==> config.mk <==
export PLATFORM = sky130hd
export DESIGN_NAME = param_loader
export DESIGN_NICKNAME = d
export VERILOG_FILES = /design/src/rtl/param_loader_pkg.sv /design/src/rtl/param_frame_rx.sv /design/src/rtl/param_loader.sv
export SDC_FILE = /design/constraint.sdc
export NUM_CORES = 1
export LEC_CHECK = 0
export ABC_CLOCK_PERIOD_IN_PS = 27600
export BUFFER_PORTS_ARGS = -buffer_cell sky130_fd_sc_hd__buf_2
export CAP_MARGIN = 25
export CELL_PAD_IN_SITES_DETAIL_PLACEMENT = 0
export CELL_PAD_IN_SITES_GLOBAL_PLACEMENT = 1
export CORE_UTILIZATION = 43
export CTS_CLUSTER_SIZE = 24
export DETAILED_ROUTE_END_ITERATION = 10
export PLACE_DENSITY_LB_ADDON = 0.3
export REMOVE_ABC_BUFFERS = 1
export SLEW_MARGIN = 20
export SYNTH_ARGS = -nofsm -noshare
export SYNTH_HDL_FRONTEND = slang
export SYNTH_SLANG_ARGS = --single-unit
==> constraint.sdc <==
create_clock -name clk_pll -period 27.6 [get_ports clk_pll]
set_input_delay 8.28 -clock clk_pll [delete_from_list [all_inputs] [get_ports clk_pll]]
set_output_delay 8.28 -clock clk_pll [all_outputs]
set_load 0.01 [all_outputs]
==> src/rtl/param_loader_pkg.sv <==
// Shared types and constants for the UART-driven pulse-sequencer parameter loader.
package param_loader_pkg;

  typedef enum logic [2:0] {
    IDLE  = 3'd0,
    ADDR  = 3'd1,
    DATA  = 3'd2,
`ifdef PARAM_LOADER_CHECKSUM_EN
    CSUM  = 3'd4,
`endif
    WRITE = 3'd3
  } state_t;

  localparam logic [7:0] HEADER            = 8'hA5;
  localparam logic [7:0] ADDR_PERIOD       = 8'h00;
  localparam logic [7:0] ADDR_P1WIDTH      = 8'h01;
  localparam logic [7:0] ADDR_DELAY        = 8'h02;
  localparam logic [7:0] ADDR_P2WIDTH      = 8'h03;
  localparam logic [7:0] ADDR_PRE_ATT      = 8'h04;
  localparam logic [7:0] ADDR_POST_ATT     = 8'h05;
  localparam logic [7:0] ADDR_PULSE_BLOCK  = 8'h06;
  localparam logic [7:0] ADDR_PULSE_BLKOFF = 8'h07;
  localparam logic [7:0] ADDR_BLOCK        = 8'h08;
  localparam logic [7:0] ADDR_PUMP         = 8'h09;
  localparam logic [7:0] ADDR_CPMG         = 8'h0A;
  localparam logic [7:0] ADDR_COMMIT       = 8'h0F;

  localparam logic [6:0] PRE_ATT_DEF  = 7'd127;
  localparam logic [6:0] POST_ATT_DEF = 7'd127;
  localparam logic [7:0] CPMG_DEF     = 8'd1;
  localparam logic       PUMP_DEF     = 1'b1;

  typedef struct packed {
    logic [31:0] period;
    logic [31:0] p1width;
    logic [31:0] delay;
    logic [31:0] p2width;
    logic [6:0]  pre_att;
    logic [6:0]  post_att;
    logic [7:0]  pulse_block;
    logic [15:0] pulse_block_off;
    logic [7:0]  cpmg;
    logic        block;
    logic        pump;
  } param_set_t;

endpackage

==> src/rtl/param_frame_rx.sv <==
// Frame receiver: A5, address, 4 data bytes LSB first, optional checksum when
// PARAM_LOADER_CHECKSUM_EN is defined; emits a one-cycle write strobe.
module param_frame_rx
  import param_loader_pkg::*;
#(
  parameter logic [31:0] TIMEOUT = 32'd200000
) (
  input  logic        clk,
  input  logic        rst,
  input  logic [7:0]  rx_data,
  input  logic        rx_valid,
  output logic        rx_ready,
  output logic        wr_stb,
  output logic [7:0]  wr_addr,
  output logic [31:0] wr_data,
  output logic        frame_err
);

  state_t      state_q, state_d;
  logic [7:0]  addr_q, addr_d;
  logic [31:0] data_q, data_d;
  logic [1:0]  idx_q, idx_d;
  logic [31:0] gap_q, gap_d;
  logic        rdy_q;
  logic        accept_s;
`ifdef PARAM_LOADER_CHECKSUM_EN
  logic [7:0]  csum_q, csum_d;
`endif

  assign accept_s = rx_valid & rdy_q;
  assign rx_ready = rdy_q;
  assign wr_addr  = addr_q;
  assign wr_data  = data_q;

  always_comb begin
    state_d   = state_q;
    addr_d    = addr_q;
    data_d    = data_q;
    idx_d     = idx_q;
    wr_stb    = 1'b0;
    frame_err = 1'b0;
    gap_d     = (accept_s || state_q == IDLE) ? 32'd0 : gap_q + 32'd1;
`ifdef PARAM_LOADER_CHECKSUM_EN
    csum_d    = csum_q;
`endif
    case (state_q)
      IDLE: begin
        if (accept_s && rx_data == HEADER) state_d = ADDR;
      end
      ADDR: begin
        if (accept_s) begin
          addr_d  = rx_data;
          idx_d   = 2'd0;
          state_d = DATA;
`ifdef PARAM_LOADER_CHECKSUM_EN
          csum_d  = rx_data;
`endif
        end
      end
      DATA: begin
        if (accept_s) begin
          data_d = {rx_data, data_q[31:8]};
          idx_d  = idx_q + 2'd1;
`ifdef PARAM_LOADER_CHECKSUM_EN
          csum_d = csum_q ^ rx_data;
          if (idx_q == 2'd3) state_d = CSUM;
`else
          if (idx_q == 2'd3) state_d = WRITE;
`endif
        end
      end
`ifdef PARAM_LOADER_CHECKSUM_EN
      CSUM: begin
        if (accept_s) begin
          if (rx_data == csum_q) begin
            state_d = WRITE;
          end else begin
            frame_err = 1'b1;
            state_d   = IDLE;
          end
        end
      end
`endif
      WRITE: begin
        // A header arriving during the strobe cycle must not be lost.
        wr_stb  = 1'b1;
        state_d = (accept_s && rx_data == HEADER) ? ADDR : IDLE;
      end
      default: state_d = IDLE;
    endcase
    if (state_q != IDLE && state_q != WRITE && !accept_s && gap_q >= TIMEOUT) begin
      frame_err = 1'b1;
      state_d   = IDLE;
      gap_d     = 32'd0;
    end
  end

  always_ff @(posedge clk or posedge rst) begin
    if (rst) begin
      state_q <= IDLE;
      addr_q  <= 8'd0;
      data_q  <= 32'd0;
      idx_q   <= 2'd0;
      gap_q   <= 32'd0;
      rdy_q   <= 1'b0;
`ifdef PARAM_LOADER_CHECKSUM_EN
      csum_q  <= 8'd0;
`endif
    end else begin
      state_q <= state_d;
      addr_q  <= addr_d;
      data_q  <= data_d;
      idx_q   <= idx_d;
      gap_q   <= gap_d;
      rdy_q   <= 1'b1;
`ifdef PARAM_LOADER_CHECKSUM_EN
      csum_q  <= csum_d;
`endif
    end
  end

endmodule

==> src/rtl/param_loader.sv <==
// Shadow/live parameter registers loaded over UART frames; live set updates only
// at cycle_start after a commit. Checksum byte enabled by PARAM_LOADER_CHECKSUM_EN.
module param_loader
  import param_loader_pkg::*;
#(
  parameter logic [31:0] DEF_PERIOD  = 32'd20000,
  parameter logic [31:0] DEF_P1WIDTH = 32'd40,
  parameter logic [31:0] DEF_DELAY   = 32'd2000,
  parameter logic [31:0] DEF_P2WIDTH = 32'd80,
  parameter logic [31:0] TIMEOUT     = 32'd200000
) (
  input  logic        clk_pll,
  input  logic        reset,
  input  logic [7:0]  rx_data,
  input  logic        rx_valid,
  output logic        rx_ready,
  input  logic        cycle_start,
  output logic [31:0] period,
  output logic [31:0] p1width,
  output logic [31:0] delay,
  output logic [31:0] p2width,
  output logic [6:0]  pre_att,
  output logic [6:0]  post_att,
  output logic [7:0]  pulse_block,
  output logic [15:0] pulse_block_off,
  output logic [7:0]  cpmg,
  output logic        block,
  output logic        pump,
  output logic        pending,
  output logic        frame_err
);

  localparam param_set_t DEFAULTS = '{
    period: DEF_PERIOD, p1width: DEF_P1WIDTH, delay: DEF_DELAY, p2width: DEF_P2WIDTH,
    pre_att: PRE_ATT_DEF, post_att: POST_ATT_DEF, pulse_block: 8'd0,
    pulse_block_off: 16'd0, cpmg: CPMG_DEF, block: 1'b0, pump: PUMP_DEF};

  param_set_t  shadow_q, shadow_d, live_q, live_d;
  logic        pending_q, pending_d;
  logic        frame_err_q, frame_err_d;
  logic        wr_stb_s, rx_err_s, map_err_s, commit_s;
  logic [7:0]  wr_addr_s;
  logic [31:0] wr_data_s;

  param_frame_rx #(.TIMEOUT(TIMEOUT)) u_rx (
    .clk       (clk_pll),
    .rst       (reset),
    .rx_data   (rx_data),
    .rx_valid  (rx_valid),
    .rx_ready  (rx_ready),
    .wr_stb    (wr_stb_s),
    .wr_addr   (wr_addr_s),
    .wr_data   (wr_data_s),
    .frame_err (rx_err_s)
  );

  always_comb begin
    shadow_d  = shadow_q;
    map_err_s = 1'b0;
    commit_s  = 1'b0;
    if (wr_stb_s) begin
      case (wr_addr_s)
        ADDR_PERIOD:       shadow_d.period          = wr_data_s;
        ADDR_P1WIDTH:      shadow_d.p1width         = wr_data_s;
        ADDR_DELAY:        shadow_d.delay           = wr_data_s;
        ADDR_P2WIDTH:      shadow_d.p2width         = wr_data_s;
        ADDR_PRE_ATT:      shadow_d.pre_att         = wr_data_s[6:0];
        ADDR_POST_ATT:     shadow_d.post_att        = wr_data_s[6:0];
        ADDR_PULSE_BLOCK:  shadow_d.pulse_block     = wr_data_s[7:0];
        ADDR_PULSE_BLKOFF: shadow_d.pulse_block_off = wr_data_s[15:0];
        ADDR_BLOCK:        shadow_d.block           = wr_data_s[0];
        ADDR_PUMP:         shadow_d.pump            = wr_data_s[0];
        ADDR_CPMG:         shadow_d.cpmg            = wr_data_s[7:0];
        ADDR_COMMIT:       commit_s                 = 1'b1;
        default:           map_err_s                = 1'b1;
      endcase
    end
    // Copy uses the pre-write shadow; a coincident commit re-arms pending.
    live_d    = live_q;
    pending_d = pending_q;
    if (pending_q && cycle_start) begin
      live_d    = shadow_q;
      pending_d = 1'b0;
    end
    if (commit_s) pending_d = 1'b1;
    frame_err_d = rx_err_s | map_err_s;
  end

  always_ff @(posedge clk_pll or posedge reset) begin
    if (reset) begin
      shadow_q    <= DEFAULTS;
      live_q      <= DEFAULTS;
      pending_q   <= 1'b0;
      frame_err_q <= 1'b0;
    end else begin
      shadow_q    <= shadow_d;
      live_q      <= live_d;
      pending_q   <= pending_d;
      frame_err_q <= frame_err_d;
    end
  end

  assign period          = live_q.period;
  assign p1width         = live_q.p1width;
  assign delay           = live_q.delay;
  assign p2width         = live_q.p2width;
  assign pre_att         = live_q.pre_att;
  assign post_att        = live_q.post_att;
  assign pulse_block     = live_q.pulse_block;
  assign pulse_block_off = live_q.pulse_block_off;
  assign cpmg            = live_q.cpmg;
  assign block           = live_q.block;
  assign pump            = live_q.pump;
  assign pending         = pending_q;
  assign frame_err       = frame_err_q;

endmodule

==> results.cfg, run 1 <==
[layout]
nNetsFinal = 1298
fillerInstances = 3356
layout.cells.non_filler = 1840
finalInstanceArea_mm2 = 0.02035
n_antenna_cell = 0
post_route_cells_drive_above_1_share_pct = 56.43
synthToLayoutAreaGrowth_pct = 16.65

[die]
die_width_um = 203.4
row_count = 73
core_region_area_mm2 = 0.03991
pin_count = 191
starting_density_pct = 43.70
die_outline_area_mm2 = 0.04138
dieHeight_um = 203.4

[critical_path]
crit-reg2reg-launch = u_rx.state_q[0]
crit_path_slowest_cell = sky130_fd_sc_hd__buf_4
worst-endpoint-required_ps = 28030
path_max_fanout = 69
worst_reg_to_reg_cells = 6
endpoint_kind = flop
maximum_cell_stage_delay_along_the_critical_path_ps = 860
critPathLaunch = cycle_start
timing_worst_setup_path_type = primary input to flop
critical_path.cell_chain = buf_2 > nand2_4 > buf_4 > mux2_2
setup.worst_path.start_class = primary input
crit_arrival_ps = 10310

[logic_synthesis]
asyncSetResetFlopFracSynth_pct = 100.0
dominantRegCellSynth = sky130_fd_sc_hd__dfrtp_1
yosysMostFrequentCell = sky130_fd_sc_hd__dfrtp_1
netlist_top_cells_count = sky130_fd_sc_hd__dfrtp_1, sky130_fd_sc_hd__mux2_2, sky130_fd_sc_hd__mux2_4
yosys.area.top_type = sky130_fd_sc_hd__dfrtp_1
synth_top_family_by_area = multiplexers
synth_area_in_compound_gates_pct = 0.7029
synth.cell_area_mm2 = 0.01744
total_number_of_yosys_warnings = 0
ys_ff_latch = 431
synth.yosys.seq_area_share_pct = 62.27
proportion_of_synthesized_area_in_mux_cells_pct = 27.94
netlist.area_leader.share_pct = 52.93
yosys.area_share.xor_xnor_pct = 1.406
synth_cell_types = 45
synth_area_leaders = sky130_fd_sc_hd__dfrtp_1, sky130_fd_sc_hd__mux2_2, sky130_fd_sc_hd__mux2_4
syn_avg_cell_area_um2 = 16.26
synthSimpleGateAreaFrac_pct = 4.698
count_of_flip_flops_with_a_built_in_enable_after_synthesis = 0
yosys.area_share.adder_pct = 0.5021
syn-instance-count = 1073

[power]
p_per_area_mw_per_mm2 = 75.29
combPwrFrac_pct = 10.0
internal_power_w = 0.001132
power.share.sequential_pct = 50.7
power.share.clock_pct = 39.3
leakagePower_nw = 10.46
ir_drop_v = 0.00004105
power_switching_w = 0.0003999
switching_share_pct = 26.10

[drt]
vias_per_cell = 5.021
routedWlPerCell_um = 19.43
ant_nets = 0
detail_route.drc_violations = 0
vias = 9238
detail_route.first_pass.iterations = 4
drt_wl_total_mm = 35.74
drt_iter0_drc = 405

[timing]
finalHoldViolCount = 0
totalNegativeSetupSlack_ps = 0
fin_crit_ps = 9882
post_route_clock_period_utilization_pct = 35.80
rsz0062_at_grt = no
max-slew-margin-rel_pct = 28.69
slew_viol_final = 0
skew_ps = 21.18
worstMarginPinSlew_ps = 1070
max_freq_mhz = 101.2
worst_hold_slack_ps = 485.1
setup_viol_count_final = 0

[place]
dpl.hpwl_mm = 21.80
placed_cells = 1752
cell_area_reported_after_detailed_placement_mm2 = 0.01878
io_buffers = 190
routabilityCongestion = 0.7495

[cts]
clk_latency_ps = 570
cts_repair_resize_count = 0
clock-sinks = 431
ctsRootBufferMaster = sky130_fd_sc_hd__clkbuf_16
post_cts_buffers = 0
htree_levels = 2
cts_made_buffers = 46
cts_tree = yes
path_clk_slew_ps = 60
clock_tree.buffer_depth = 3
number_of_buffers_inserted_by_hold_repair_at_cts = 0

[global_route]
globalRouteTotalUtil_pct = 17.91
grt_max_degree = 128
grt_pass1_wl_mm = 56.68
grt_antenna_before_repair = 0
vias_in_the_first_global_route = 9450
grt.overflow.total = 0

[job]
max_cap_viols = 0

[worst_hold_path]
hold_path_stages = 1
worst_hold_startpoint = shadow_q[11]
min_path_type = flop to flop

[outcome]
run_status = finished clean
==> critical path: cells and delay by family <==
kind | cells | cell delay [ps]
buffers and inverters | 2 | 980
multiplexers | 1 | 420
AND/OR/NAND/NOR | 1 | 580
==> per-stage QoR <==
step                setup slack [ps]  power [W]  utilization, %
finish                         17720   0.001532           50.98
global route                   17610   0.001609           50.98
CTS                            17690   0.001557           50.77
detailed placement             17090  0.0009423           47.04
global placement               17130  0.0009325           46.97
floorplan                       7419  0.0008773               -
==> sequential cells by signal, indices dropped and copies added, names as in the netlist, 7 cells and up <==
signal,flops
u_rx.wr_data,32
shadow_q,176
u_rx.gap_q,32
pulse_block,8
cpmg,8
p2width,32
u_rx.wr_addr,8
post_att,7
period,32
p1width,32
pulse_block_off,16
delay,32
pre_att,7
==> power by group through the flow <==
stage          Clock (W)  Combinational (W)  Sequential [W]
6_report        0.000602           0.000153        0.000777
5_1_grt         0.000650           0.000169        0.000790
4_1_cts         0.000624           0.000155        0.000778
3_5_place_dp           0           0.000154        0.000789
3_3_place_gp           0           0.000146        0.000787
2_1_floorplan          0           0.000123        0.000754
==> final cells by class <==
class	count	area (µm²)	area share [%]
Inverter	14	60.06	0.2951
Multi-Input combinational cell	584	6165	30.30
Clock buffer	67	1361	6.690
Sequential cell	431	10860	53.38
Timing Repair Buffer	202	1115	5.479
Clock inverter	17	127.6	0.6272
Tap cell	525	656.9	3.228
==> final timing paths <==
path                            slack (ps)                  end
min in group asynchronous             7850           period[24]
max in group asynchronous            18150         shadow_q[13]
worst max register to register       24860        shadow_q[157]
worst max-delay path                 17720  pulse_block_off[12]
worst min register to register         490         shadow_q[11]
worst min-delay path                   490         shadow_q[11]
==> cells by family (layout without fill, tap and decap cells) <==
kind of cell               Yosys count  in the layout
and+or+nand+nor                    134            134
muxes                              393            393
adders and majority gates            7              7
DFF                                431            431
xor gates and xnor gates            28             28
other                                1              1
buffers and inverters               58            300
AOI/OAI and AO/OA                   21             21
==> metal layers <==
metal  share of wire, %  up-vias  track usage (%)
li1                   -     4199                -
met1                 49     4822            26.30
met2                 46      167            27.19
met3                3.7       50            3.547
met4                1.7        0            4.484
met5                  0        -                0
==> cells in the final DEF (no fill, tap or decap), types with 4 or more instances in the layout <==
| master | n |
|---|---|
| sky130_fd_sc_hd__nor4_1 | 6 |
| sky130_fd_sc_hd__ha_1 | 7 |
| sky130_fd_sc_hd__clkinv_2 | 12 |
| sky130_fd_sc_hd__nor2_8 | 5 |
| sky130_fd_sc_hd__buf_4 | 6 |
| sky130_fd_sc_hd__mux2_2 | 262 |
| sky130_fd_sc_hd__and3_1 | 5 |
| sky130_fd_sc_hd__nand4_1 | 11 |
| sky130_fd_sc_hd__clkbuf_8 | 11 |
| sky130_fd_sc_hd__o21ai_0 | 8 |
| sky130_fd_sc_hd__a21oi_1 | 6 |
| sky130_fd_sc_hd__mux2_1 | 10 |
| sky130_fd_sc_hd__clkbuf_16 | 47 |
| sky130_fd_sc_hd__inv_1 | 13 |
| sky130_fd_sc_hd__xnor2_1 | 11 |
| sky130_fd_sc_hd__mux2_4 | 120 |
| sky130_fd_sc_hd__buf_12 | 4 |
| sky130_fd_sc_hd__dfrtp_1 | 369 |
| sky130_fd_sc_hd__buf_2 | 190 |
| sky130_fd_sc_hd__nor2_1 | 41 |
| sky130_fd_sc_hd__xor2_1 | 17 |
| sky130_fd_sc_hd__dfstp_2 | 62 |
| sky130_fd_sc_hd__clkbuf_1 | 9 |
| sky130_fd_sc_hd__nand3_1 | 16 |
| sky130_fd_sc_hd__nand2_1 | 20 |
(Power assumes the default switching activity.)
==> inputs of run 2 (changes only) <==
Settings changed: ABC_CLOCK_PERIOD_IN_PS 27600 to 9430.
Clock period 27.6 ns to 9.43 ns, I/O delays scaled along.
==> run 2 against run 1 <==
  * Power grew to 3.0 times the previous value
  * Sequential power rose to 2.9 times the previous value
  * Register-to-register slack lost 18000 ps
  * Critical path depth did not move
  * Hold slack got worse by 3.5 ps
  * Sequential share of layout area down 0.14 points
  * Critical path type unchanged
==> results.cfg, run 2 (same netlist as run 1, synthesis figures left out) <==
[critical_path]
worst_reg_to_reg_cells = 6
crit-reg2reg-launch = u_rx.state_q[0]
regToRegSetupSlack_ps = 6700
timing_worst_setup_path_type = primary input to flop
worst-endpoint-required_ps = 9860
endpoint_kind = flop
setup.worst_path.start_class = primary input
worst_r2r_endpoint = shadow_q[157]
path_max_fanout = 64
crit_arrival_ps = 4880

[drt]
drt_wl_total_mm = 35.74
detail_route.first_pass.iterations = 4
drt_iter0_drc = 393
ant_nets = 0
vias = 9259
routedWlPerCell_um = 19.41
detail_route.drc_violations = 0
vias_per_cell = 5.029

[cts]
number_of_buffers_inserted_by_hold_repair_at_cts = 0
clock-sinks = 431
cts_made_buffers = 47
post_cts_buffers = 0
path_clk_slew_ps = 60
ctsRootBufferMaster = sky130_fd_sc_hd__clkbuf_16
htree_levels = 2
clk_latency_ps = 550
cts_tree = yes
clock_tree.buffer_depth = 3
cts_repair_resize_count = 0

[timing]
post_route_clock_period_utilization_pct = 47.17
finalHoldViolCount = 0
setup_viol_count_final = 0
slew_viol_final = 0
fin_crit_ps = 4449
rsz0062_at_grt = no
max-slew-margin-rel_pct = 29.62
max_freq_mhz = 224.8
skew_ps = 15.64
totalNegativeSetupSlack_ps = 0
worstMarginPinSlew_ps = 1056
worst_hold_slack_ps = 481.6

[job]
max_cap_viols = 0

[global_route]
grt_max_degree = 172
grt_antenna_before_repair = 0
grt.overflow.total = 0
vias_in_the_first_global_route = 9567
grt_pass1_wl_mm = 56.61
globalRouteTotalUtil_pct = 17.68

[die]
row_count = 73
starting_density_pct = 43.70
die_outline_area_mm2 = 0.04138
dieHeight_um = 203.4
die_width_um = 203.4
pin_count = 191
core_region_area_mm2 = 0.03991

[worst_hold_path]
hold_path_stages = 1
worst_hold_startpoint = shadow_q[17]
min_path_type = flop to flop
hold_end = shadow_q[17]

[layout]
n_antenna_cell = 0
layout_commonest_cell = sky130_fd_sc_hd__dfrtp_1
finalInstanceArea_mm2 = 0.02040
post_route_cells_drive_above_1_share_pct = 56.23
synthToLayoutAreaGrowth_pct = 16.96
largest_register_ffs = 176
final_cell_mix = sky130_fd_sc_hd__dfrtp_1, sky130_fd_sc_hd__mux2_2, sky130_fd_sc_hd__buf_2
max_flop_register = shadow_q
nNetsFinal = 1297

[place]
routabilityCongestion = 0.7581
io_buffers = 190
dpl.hpwl_mm = 22.06
cell_area_reported_after_detailed_placement_mm2 = 0.01880

[power]
p_per_area_mw_per_mm2 = 222.0
leakagePower_nw = 10.48
ir_drop_v = 0.0001143

[outcome]
run_status = finished clean
==> run 2: cell types whose count changed in the layout (fill, tap and decap cells not counted) <==
cell / before / now
sky130_fd_sc_hd__clkbuf_8: 11 / 16
sky130_fd_sc_hd__clkinv_2: 12 / 7
sky130_fd_sc_hd__clkbuf_1: 9 / 12
sky130_fd_sc_hd__buf_4: 6 / 4
sky130_fd_sc_hd__clkinv_4: 2 / 0
sky130_fd_sc_hd__buf_12: 4 / 3
sky130_fd_sc_hd__buf_8: 0 / 1
sky130_fd_sc_hd__clkbuf_16: 47 / 48
sky130_fd_sc_hd__clkinv_8: 0 / 1
sky130_fd_sc_hd__clkinvlp_4: 0 / 1
sky130_fd_sc_hd__inv_8: 2 / 1
==> run 2: worst max-delay path by stage <==
stage,startpoint,to,slack (ps),cells after the start
6_report,cycle_start,delay[18],4980,4
5_1_grt,cycle_start,p1width[26],4840,4
4_1_cts,cycle_start,delay[18],4950,4
2_1_floorplan,reset,block,-5300,1
3_3_place_gp,cycle_start,block,4400,4
3_5_place_dp,cycle_start,delay[18],4370,4
==> run 2: cell type report <==
| class | count | area [µm²] |
|---|---|---|
| Fill cell | 3388 | 19510 |
| Sequential cell | 431 | 10860 |
| Multi-Input combinational cell | 584 | 6165 |
| Clock buffer | 76 | 1466 |
| Timing Repair Buffer | 200 | 1095 |
| Tap cell | 525 | 656.9 |
| Clock inverter | 11 | 97.59 |
| Inverter | 14 | 60.06 |
==> run 2: worst max-delay path, cell delays in order <==
cell,delay [ps]
sky130_fd_sc_hd__buf_2,120
sky130_fd_sc_hd__nand2_4,620
sky130_fd_sc_hd__buf_4,820
sky130_fd_sc_hd__mux2_2,410
==> run 2: report_power, final <==
part | switching [W] | leakage (nW) | internal (W)
Clock | 0.000723 | 0.774 | 0.00109
Sequential | 0.000241 | 5.72 | 0.00203
Combinational | 0.000198 | 3.98 | 0.000244
Total | 0.00116 | 10.5 | 0.00337
==> run 2: metrics by stage <==
step	setup WS [ps]	util (%)	std cells	power, W
final	4981	51.12	1841	0.004530
after global placement	4404	46.98	1750	0.002728
after global routing	4838	51.12	1841	0.004738
after floorplan	-5300	-	1029	0.002568
after CTS	4954	51.01	1839	0.004596
after detailed placement	4366	47.09	1752	0.002757
==> run 2: per-layer routing <==
metal  vias up  wire length, µm  track usage, %
met4         0              527           4.135
met5         -                0               0
met2       158            16580           27.40
met3        43             1228           2.669
li1       4204                -               -
met1      4854            17400           26.14
==> inputs of run 3 (changes only) <==
Settings changed: ABC_CLOCK_PERIOD_IN_PS 9430 to 4220.
Clock period 9.43 ns to 4.22 ns, I/O delays scaled along.
==> run 3 against run 2 <==
  * Register-to-register slack worse by 5100 ps
  * Wire length decreased by 0.20%
  * Combinational power grew 130%
  * Final cell count barely moved
  * Core utilization about the same
  * Design area hardly changed
  * Clock skew is 2.5 ps lower
  * Sequential power grew 130%
  * Global-route usage increased by 0.071 points
  * Power increased by 120%
  * Critical endpoint is now shadow_q[111]
==> results.cfg, run 3 (same netlist as run 1, synthesis figures left out) <==
[outcome]
run_status = finished clean

[drt]
detail_route.first_pass.iterations = 4
drt_iter0_drc = 374
routedWlPerCell_um = 19.38
drt_wl_total_mm = 35.67
vias = 9255
ant_nets = 0
vias_per_cell = 5.030
detail_route.drc_violations = 0

[die]
pin_count = 191
dieHeight_um = 203.4
die_outline_area_mm2 = 0.04138
starting_density_pct = 43.70
row_count = 73
core_region_area_mm2 = 0.03991
die_width_um = 203.4

[place]
placed_cells = 1756
io_buffers = 190
routabilityCongestion = 0.7360
dpl.hpwl_mm = 22.41

[timing]
worst_hold_slack_ps = 481.9
setup_viol_count_final = 0
finalHoldViolCount = 0
worstMarginPinSlew_ps = 1083
totalNegativeSetupSlack_ps = 0
skew_ps = 13.14
rsz0062_at_grt = no
max_freq_mhz = 378.2
fin_crit_ps = 2644
slew_viol_final = 0
max-slew-margin-rel_pct = 27.77
post_route_clock_period_utilization_pct = 62.66

[cts]
htree_levels = 2
cts_tree = yes
clk_latency_ps = 560
clock-sinks = 431
cts_made_buffers = 45
clock_tree.buffer_depth = 3
post_cts_buffers = 0
number_of_buffers_inserted_by_hold_repair_at_cts = 0
ctsRootBufferMaster = sky130_fd_sc_hd__clkbuf_16
cts_repair_resize_count = 0
path_clk_slew_ps = 60

[power]
power.share.clock_pct = 39.3
internal_power_w = 0.007454
leakagePower_nw = 10.47
report.power.total_w = 0.01006
combPwrFrac_pct = 9.9
switching_share_pct = 25.93
power.share.sequential_pct = 50.8
ir_drop_v = 0.0002459
power_switching_w = 0.002610
p_per_area_mw_per_mm2 = 493.4

[global_route]
grt_max_degree = 131
grt_antenna_before_repair = 1
vias_in_the_first_global_route = 9573
grt.overflow.total = 0
globalRouteTotalUtil_pct = 17.75
grt_pass1_wl_mm = 56.48

[layout]
final_cell_mix = sky130_fd_sc_hd__dfrtp_1, sky130_fd_sc_hd__mux2_2, sky130_fd_sc_hd__buf_2
post_route_cells_drive_above_1_share_pct = 56.12
layout.cells.non_filler = 1840
n_antenna_cell = 0
layout_commonest_cell = sky130_fd_sc_hd__dfrtp_1
synthToLayoutAreaGrowth_pct = 16.93
largest_register_ffs = 176
nNetsFinal = 1298
max_flop_register = shadow_q

[worst_hold_path]
hold_end = shadow_q[11]
hold_path_stages = 1
min_path_type = flop to flop
worst_hold_startpoint = shadow_q[11]

[critical_path]
endpoint_kind = flop
worst_r2r_endpoint = shadow_q[111]
regToRegSetupSlack_ps = 1580
path_max_fanout = 32
crit-reg2reg-launch = u_rx.wr_addr[5]
critPathLaunch = u_rx.wr_addr[5]
timing_worst_setup_path_type = flop to flop
setup.worst_path.start_class = flop
worst_reg_to_reg_cells = 5
crit_arrival_ps = 3090
worst-endpoint-required_ps = 4660

[job]
max_cap_viols = 0
-- run 3: area by class of cell --
| cell class | instances | area [µm²] |
|---|---|---|
| repair buffers | 203 | 1164 |
| well taps | 525 | 656.9 |
| multi-input cells | 584 | 6165 |
| fillers | 3431 | 19520 |
| flip-flops and latches | 431 | 10860 |
| clock inverters | 14 | 162.7 |
| clock buffers | 69 | 1326 |
| inverters | 14 | 60.06 |
-- run 3: power by group through the flow --
stage          logic [W]  clock network [W]  registers [W]
2_1_floorplan   0.000804                  0        0.00493
3_3_place_gp    0.000956                  0        0.00518
3_5_place_dp     0.00101                  0        0.00519
4_1_cts          0.00101            0.00408        0.00512
5_1_grt          0.00110            0.00424        0.00519
6_report         0.00100            0.00395        0.00511
-- run 3: worst max-delay path, cell delays in order (launching register included) --
cell	delay, ps
sky130_fd_sc_hd__dfrtp_1	390
sky130_fd_sc_hd__or4_4	580
sky130_fd_sc_hd__nor2_8	150
sky130_fd_sc_hd__nand2_4	130
sky130_fd_sc_hd__nor2_8	820
sky130_fd_sc_hd__mux2_2	420
-- run 3: how the worst max path moves through the flow --
| stage | endpoint | slack, ps |
|---|---|---|
| floorplan | block | -8950 |
| global placement | u_rx.wr_data[1] | 1340 |
| detailed placement | u_rx.wr_data[17] | 1320 |
| CTS | shadow_q[141] | 1530 |
| global route | shadow_q[157] | 1440 |
| finish | shadow_q[111] | 1580 |
-- run 3: layer usage --
layer  wire length (µm)  share of wire, %  track usage (%)
met5                  8             0.022                0
met4                665               1.9            4.592
met3               1488               4.2            3.771
met2              16380                46            27.18
met1              17120                48            25.63
-- run 3: through the flow --
stage	instance area, µm²	util (%)	setup slack [ps]
floorplan	17070	-	-8947
global placement	18850	47.23	1344
detailed placement	18880	47.30	1316
CTS	20370	51.03	1529
global route	20400	51.10	1443
finish	20400	51.10	1576
